==> config.mk <==
export PLATFORM = sky130hd
export DESIGN_NAME = sipo_frame_ctrl_flat
export DESIGN_NICKNAME = d
export VERILOG_FILES = /design/src/rtl/sipo_frame_ctrl_if.sv /design/src/rtl/sipo_frame_ctrl.sv /design/src/flat_wrapper.sv
export SDC_FILE = /design/constraint.sdc
export NUM_CORES = 1
export LEC_CHECK = 0
export BUFFER_PORTS_ARGS = -buffer_cell sky130_fd_sc_hd__buf_2
export CORE_UTILIZATION = 45
export DETAILED_ROUTE_END_ITERATION = 10
export GPL_ROUTABILITY_DRIVEN = 0
export PLACE_DENSITY = 0.72
export SETUP_SLACK_MARGIN = 0.2
export SYNTH_ARGS = -nofsm -noshare
export SYNTH_HDL_FRONTEND = slang
export SYNTH_SLANG_ARGS = --single-unit
==> constraint.sdc <==
create_clock -name clk -period 2.4 [get_ports clk]
set_input_delay 0.48 -clock clk [delete_from_list [all_inputs] [get_ports clk]]
set_output_delay 0.48 -clock clk [all_outputs]
set_load 0.01 [all_outputs]
==> src/rtl/sipo_frame_ctrl_if.sv <==
// Interface between the serial front end, the frame controller and the parallel word consumer.
interface sipo_frame_ctrl_if #(
   parameter int unsigned WIDTH = 4
);
   logic             start;
   logic             s_valid;
   logic             s_in;
   logic             busy;
   logic [WIDTH-1:0] q_out;
   logic             q_valid;
   logic             q_ready;
   logic             overrun;
   logic             ovr_clr;
   logic             parity_err;

   modport master (
      output start, s_valid, s_in, q_ready, ovr_clr,
      input  busy, q_out, q_valid, overrun, parity_err
   );

   modport slave (
      input  start, s_valid, s_in, q_ready, ovr_clr,
      output busy, q_out, q_valid, overrun, parity_err
   );
endinterface

==> src/rtl/sipo_frame_ctrl.sv <==
// Frames an LSB-first serial stream into WIDTH-bit words behind a 1-deep valid/ready buffer.
// Optional trailing parity bit check enabled by defining PARITY_CHK_EN.
module sipo_frame_ctrl #(
   parameter int unsigned WIDTH   = 4,
   parameter bit          PAR_ODD = 1'b0
) (
   input logic              clk,
   input logic              rst,
   sipo_frame_ctrl_if.slave bus
);
   localparam int unsigned CNT_W = $clog2(WIDTH) + 1;
`ifdef PARITY_CHK_EN
   localparam bit PAR_EN = 1'b1;
`else
   localparam bit PAR_EN = 1'b0;
`endif

   typedef enum logic [1:0] {IDLE, SHIFT, PAR, LOAD} state_t;

   state_t             state, state_nxt;
   logic [WIDTH-1:0]   sr, sr_d;
   logic [CNT_W-1:0]   bit_cnt, bit_cnt_d;
   logic [WIDTH-1:0]   q_out_d;
   logic               q_valid_d, overrun_d, busy_d, parity_err_d;
   logic               par_mis_c, buf_free_c, drop_c;

   // Next-state, datapath and registered-output next values
   always_comb begin
      state_nxt    = state;
      sr_d         = sr;
      bit_cnt_d    = bit_cnt;
      q_out_d      = bus.q_out;
      q_valid_d    = bus.q_valid;
      overrun_d    = bus.overrun;
      parity_err_d = 1'b0;
      drop_c       = 1'b0;
      par_mis_c    = ((^sr) ^ bus.s_in) != PAR_ODD;
      buf_free_c   = !bus.q_valid || bus.q_ready;

      if (bus.q_valid && bus.q_ready) q_valid_d = 1'b0;

      case (state)
         IDLE: begin
            // A bit arriving alongside start belongs to no frame yet
            if (bus.start) begin
               state_nxt = SHIFT;
               bit_cnt_d = '0;
            end
         end
         SHIFT: begin
            if (bus.s_valid) begin
               sr_d      = {bus.s_in, sr[WIDTH-1:1]};
               bit_cnt_d = bit_cnt + CNT_W'(1);
               if (bit_cnt == CNT_W'(WIDTH - 1)) state_nxt = PAR_EN ? PAR : LOAD;
            end
         end
         PAR: begin
            if (bus.s_valid) begin
               state_nxt    = LOAD;
               parity_err_d = PAR_EN && par_mis_c;
            end
         end
         LOAD: begin
            state_nxt = IDLE;
            if (buf_free_c) begin
               q_out_d   = sr;
               q_valid_d = 1'b1;
            end else begin
               drop_c    = 1'b1;
            end
         end
         default: state_nxt = IDLE;
      endcase

      // A drop in the same cycle as a clear leaves overrun set
      if (drop_c)           overrun_d = 1'b1;
      else if (bus.ovr_clr) overrun_d = 1'b0;

      busy_d = (state_nxt != IDLE);
   end

   always_ff @(posedge clk) begin
      if (rst) state <= IDLE;
      else     state <= state_nxt;
   end

   always_ff @(posedge clk) begin
      if (rst) begin
         sr             <= '0;
         bit_cnt        <= '0;
         bus.q_out      <= '0;
         bus.q_valid    <= 1'b0;
         bus.overrun    <= 1'b0;
         bus.busy       <= 1'b0;
         bus.parity_err <= 1'b0;
      end else begin
         sr             <= sr_d;
         bit_cnt        <= bit_cnt_d;
         bus.q_out      <= q_out_d;
         bus.q_valid    <= q_valid_d;
         bus.overrun    <= overrun_d;
         bus.busy       <= busy_d;
         bus.parity_err <= parity_err_d;
      end
   end
endmodule

==> src/flat_wrapper.sv <==
// flat-port wrapper written by rule: the top's interface ports become plain ports
module sipo_frame_ctrl_flat 
#(
   parameter int unsigned WIDTH   = 4,
   parameter bit          PAR_ODD = 1'b0
)
  (clk, rst, bus_start, bus_s_valid, bus_s_in, bus_q_ready, bus_ovr_clr, bus_busy, bus_q_out, bus_q_valid, bus_overrun, bus_parity_err);
  sipo_frame_ctrl_if #(.WIDTH(WIDTH)) bus_i ();
  input logic clk;
  input logic rst;
  input wire logic [$bits(bus_i.start)-1:0] bus_start;
  input wire logic [$bits(bus_i.s_valid)-1:0] bus_s_valid;
  input wire logic [$bits(bus_i.s_in)-1:0] bus_s_in;
  input wire logic [$bits(bus_i.q_ready)-1:0] bus_q_ready;
  input wire logic [$bits(bus_i.ovr_clr)-1:0] bus_ovr_clr;
  output wire logic [$bits(bus_i.busy)-1:0] bus_busy;
  output wire logic [$bits(bus_i.q_out)-1:0] bus_q_out;
  output wire logic [$bits(bus_i.q_valid)-1:0] bus_q_valid;
  output wire logic [$bits(bus_i.overrun)-1:0] bus_overrun;
  output wire logic [$bits(bus_i.parity_err)-1:0] bus_parity_err;
  assign bus_i.start = bus_start;
  assign bus_i.s_valid = bus_s_valid;
  assign bus_i.s_in = bus_s_in;
  assign bus_i.q_ready = bus_q_ready;
  assign bus_i.ovr_clr = bus_ovr_clr;
  assign bus_busy = bus_i.busy;
  assign bus_q_out = bus_i.q_out;
  assign bus_q_valid = bus_i.q_valid;
  assign bus_overrun = bus_i.overrun;
  assign bus_parity_err = bus_i.parity_err;
  sipo_frame_ctrl #(.WIDTH(WIDTH), .PAR_ODD(PAR_ODD)) u_core (.clk(clk), .rst(rst), .bus(bus_i));
endmodule
# ---- After elaboration in Yosys (flattened, before gate mapping)
# Index checks and enable logic that the tools add are counted.
dict set report totals {
  regBits 16
  input_bits 7
  out_inout_bits 8
  word_cells 39
}
dict set report op_classes {
  reduce_logical 10
  mux 15
  eq_ne 6
  n_addsub 1
}
# operator n
set ops {}
lappend ops {{2-to-1 mux 2 bit} 4}
lappend ops {{one-hot mux 2 bit (4 select lines)} 1}
lappend ops {{2-to-1 mux 1 bit} 7}
lappend ops {{2-to-1 mux 3 bit} 2}
lappend ops {{one-hot mux 3 bit (2 select lines)} 1}
lappend ops {{nonzero test 2 bit} 3}
lappend ops {{== test 2 bit (second input constant)} 2}
lappend ops {{!= test 2 bit (second input constant)} 2}
lappend ops {{AND reduction 2 bit} 2}
lappend ops {{adder 3 x 1 -> 3 bit (second input constant)} 1}
lappend ops {{== test 3 x 2 -> 1 bit (second input constant)} 1}
lappend ops {{AND reduction 3 bit} 1}
lappend ops {{== test 2 x 1 -> 1 bit (second input constant)} 1}
lappend ops {{zero test 2 bit} 1}
lappend ops {{logical AND 1 bit} 1}
lappend ops {{zero test 1 bit} 1}
lappend ops {{logical OR 1 bit} 1}

# ---- Logic depth before layout (Yosys ltp)
dict set report depth {
  depth_word 5
  depth_mapped 4
  mapped_depth_nobuf 4
}

# ---- Worst setup path before layout
# Ideal clock, no wire load.
dict set report synth_path {
  kind {register -> register}
  start {register u_core.bit_cnt[0]}
  end {register u_core.bit_cnt[2]}
  setup_ps 74
  setup_slack_ps 1296
  stages_incl_launch_ff 5
  synth_period_minus_slack_ps 1104
  n_path_buf 0
  required_time_ps 2326
  t_arrival_ps 1030
  cell_sequence {dfxtp_1 ha_1 ha_1 nand3b_1 a31oi_1}
}
dict set report synth_between {
  elab_chain_len 3
}
# element line
set synth_lines {}
lappend synth_lines {{start: declaration} sipo_frame_ctrl.sv:22} ;# logic [CNT_W-1:0] bit_cnt, bit_cnt_d;
lappend synth_lines {{start signal: assignment} sipo_frame_ctrl.sv:98} ;# bit_cnt <= bit_cnt_d;
lappend synth_lines {{adder 3 x 1 -> 3 bit} sipo_frame_ctrl.sv:53} ;# bit_cnt_d = bit_cnt + CNT_W'(1);
lappend synth_lines {{2-to-1 mux 3 bit} sipo_frame_ctrl.sv:51} ;# if (bus.s_valid) begin
lappend synth_lines {{one-hot mux 3 bit (2 select lines)} sipo_frame_ctrl.sv:42} ;# case (state)
# Every way passes these cells. The select of a mux whose other input is x is not followed.
# A chain may end at the register's enable or synchronous reset.

# ---- Final worst setup path
dict set report layout_path {
  start {register u_core.state[0]}
  end {register u_core.bus.q_out[3]}
}
dict set report layout_between {
  elab_chain_len 2
}
# element line
set layout_lines {}
lappend layout_lines {{start: declaration} sipo_frame_ctrl.sv:20} ;# state_t state, state_nxt;
lappend layout_lines {{start signal: assignment} sipo_frame_ctrl.sv:84} ;# else state <= state_nxt;
lappend layout_lines {{== test 2 bit} sipo_frame_ctrl.sv:42}
lappend layout_lines {{AND reduction 2 bit (no source line)} --}
lappend layout_lines {{end signal: assignment} sipo_frame_ctrl.sv:99} ;# bus.q_out <= q_out_d;
lappend layout_lines {{end: declaration} sipo_frame_ctrl_if.sv:23} ;# output busy, q_out, q_valid, overrun, parity_err
# Every way passes these cells.

==> out/metrics.yaml <==
run_status:
  status: "finished, final reports clean"
yosys:
  yosys.area.top_type: "dfxtp_1"
  ys_seq_elements: 16
  yosysTopAreaCellShare_pct: 45.9
  yosysMostFrequentCell: "dfxtp_1"
  ys_top_cells_by_count: "16 x dfxtp_1, 13 x a21oi_1, 9 x nand2_1"
  synth_warnings: 0
  syn_area_per_cell_sq_um: 8.73
  syn_nets: 89
  synth_mux_area_share_pct: 0
  netlist_area_sq_um: 698
  synth_cells: 80
  synthFlopType: "dfxtp_1"
  synth-simple-area-share_pct: 23.7
  synth_top_family_by_area: "simple AND/OR/NAND/NOR gates"
  netlist_top_cells_area: "dfxtp_1 46%, a21oi_1 9.3%, nand2_1 4.8%"
  synthArstFlopShare_pct: 0
  synth-edff-count: 0
  seq_area_frac_synth_pct: 45.9
  yosysUniqueCellTypes: 24
  synth-xor-area-share_pct: 0
  synth_compound_area_share_pct: 18.8
  synth_fa_ha_area_share_pct: 3.58
final_layout:
  diodes: 0
  final_nets: 100
  final_layout_size_suffix_gt1_share_pct: 22.5
  design_area_sq_um: 759
  syn2layout_area_growth_pct: 8.78
  finalNonFillerCells: 104
  n_fill_cell: 146
  multi_input_area_sq_um: 325
  final-seq-area_sq_um: 320
  fin_util_pct: 55.6
setup_path:
  critical_path_depth: 3
  path_class: "reg -> reg"
  critPathLaunch: "u_core.state[0]$_SDFF_PP0_"
  worstReg2RegEnd: "u_core.bus.q_out[3]$_SDFFE_PP0P_"
  rrSetupSlack_ns: 1.01
  cp_top_family: "flip-flops"
  crit_required_ns: 2.56
  cp_slowest_cell: "dfxtp_1"
  arrival_ns: 1.55
  cpPeakStageDelay_ns: 0.69
  crit_end: "u_core.bus.q_out[3]$_SDFFE_PP0P_"
  crit_fanout: 18
  critPathCaptureType: "flip-flop"
  r2r_start: "u_core.state[0]$_SDFF_PP0_"
  rr_worst_depth: 3
  start_kind: "flip-flop"
  path_buf_inv: 0
  cp_cell_sequence: "nand2_1 > o21ai_0 > a21oi_1"
pwr:
  power.density_nw_per_um2: 578
  worst_ir_drop_vdd_mv: 0.281
  p_leak_nw: 0.293
clock_network:
  clk_path_buf_depth: 2
  post_cts_resized: 0
  root_buffer: "clkbuf_4"
  hold_buffers: 0
  clock-sinks: 16
  cts_tree: "done"
  cts_buffers: 3
  clk_latency_ns: 0.28
  htree_levels: 1
  cts_setup_buffers: 0
  clk_pin_slew_ns: 0.09
floorplan:
  die_y_um: 41.4
  dieArea_sq_um: 1710
  pin_count: 15
  die_width_um: 41.4
  rows: 13
  initial_utilization_pct: 51.1
  fp.coreArea_sq_um: 1370
timing:
  slew_violations: 0
  setup_tns_ns: 0
  relSlewSlack_pct: 62.1
  clock_skew_ns: 0.00345
  period_share_pct: 57.8
  clock.fmax_mhz: 721
  rsz0062_at_grt: "false"
  finalHoldViolCount: 0
  worst_pin_slew_ns: 0.567
  hold_slack_ns: 0.456
  period_needed_ns: 1.39
  setup_viol: 0
route:
  vias: 568
  vias_per_cell: 5.46
  routed_wl_mm: 1.26
  drtIter0Drc: 12
  route.detailed.drc: 0
  dr.pass1.iters: 4
  detail-route-antenna-nets: 0
  wire_per_inst_um: 12.2
global_routing:
  grt_pass1_wl_mm: 1.93
  grt_use_met2_pct: 28.1
  antenna_found_initial: 0
  overflow: 0
  grtUsageMet1_pct: 21.4
  use_met3_pct: 6.38
  grt_pass1_vias: 452
  grt_usage_pct: 18.3
  grt-busiest-layer: "met2"
  grt_max_degree: 19
run:
  drv_cap: 0
placed_design:
  post_dp_cell_area_sq_um: 737
  port_buffers: 13
  hpwl_um: 895
  place_inst: 101
hold_path:
  hp-class: "in -> reg"
-- metrics by stage --
step / power, mW / setup WS (ns)
after floorplan: 0.305 / 1.30
after detailed placement: 0.310 / 0.981
final: 0.439 / 1.01
after global placement: 0.309 / 1.02
after CTS: 0.443 / 1.03
after global routing: 0.461 / 0.906
-- worst reg2reg max path, cell delays in order, from the launching register on --
cell,delay [ns]
dfxtp_1,0.69
nand2_1,0.25
o21ai_0,0.25
a21oi_1,0.09
-- routing by layer --
layer  part of all wire (%)  wire length [um]
met1                     51               647
met2                     44               555
met3                    3.7                47
met4                    1.0                13
met5                      0                 0
-- layout make-up --
| type | count | area share (%) |
|---|---|---|
| multi-input combinational | 55 | 42.8 |
| tap | 15 | 2.47 |
| clock buffer | 3 | 2.97 |
| inverter | 2 | 0.988 |
| sequential | 16 | 42.2 |
| timing repair buffer | 13 | 8.57 |
-- how the worst min path moves through the flow --
stage | start | end | slack (ns) | cells after the start
CTS | bus_s_in | u_core.sr[3]$_SDFFE_PP0P_ | 0.45 | 3
global placement | u_core.sr[0]$_SDFFE_PP0P_ | u_core.sr[0]$_SDFFE_PP0P_ | 0.45 | 2
finish | bus_s_in | u_core.sr[3]$_SDFFE_PP0P_ | 0.46 | 3
global route | bus_s_in | u_core.sr[3]$_SDFFE_PP0P_ | 0.46 | 3
floorplan | u_core.sr[0]$_SDFFE_PP0P_ | u_core.sr[0]$_SDFFE_PP0P_ | 0.44 | 2
detailed placement | u_core.sr[0]$_SDFFE_PP0P_ | u_core.sr[0]$_SDFFE_PP0P_ | 0.45 | 2
-- cells by family after synthesis --
kind of cell,Yosys count
simple gates,29
buf+inv,9
fa+ha+maj,2
other cells,1
flops,16
compound gates,23
-- cells in the final DEF (no fill, tap or decap), drive strengths merged, types with 2 or more instances in the layout --
master  Yosys  final
inv         2      2
nand2       9      9
nand2b      2      2
dfxtp      16     16
and2b       2      2
ha          2      2
buf         6     13
nand4       4      4
nor2b       2      2
nand3       5      5
o21ai       5      5
a31oi       2      2
a21oi      13     13
clkbuf      1      3
nand3b      3      3
-- report_power, final --
group / internal (mW) / switching (mW)
logic: 0.0113 / 0.0154
registers: 0.270 / 0.00757
clock network: 0.0581 / 0.0772
-- registers in the layout, indices dropped and copies added (netlist names) --
name / cells
u_core.bus.busy: 1
u_core.state: 2
u_core.bus.q_valid: 1
u_core.bus.q_out: 4
u_core.bus.overrun: 1
u_core.sr: 4
u_core.bit_cnt: 3
Note: power is estimated with default switching activity, not from simulation.
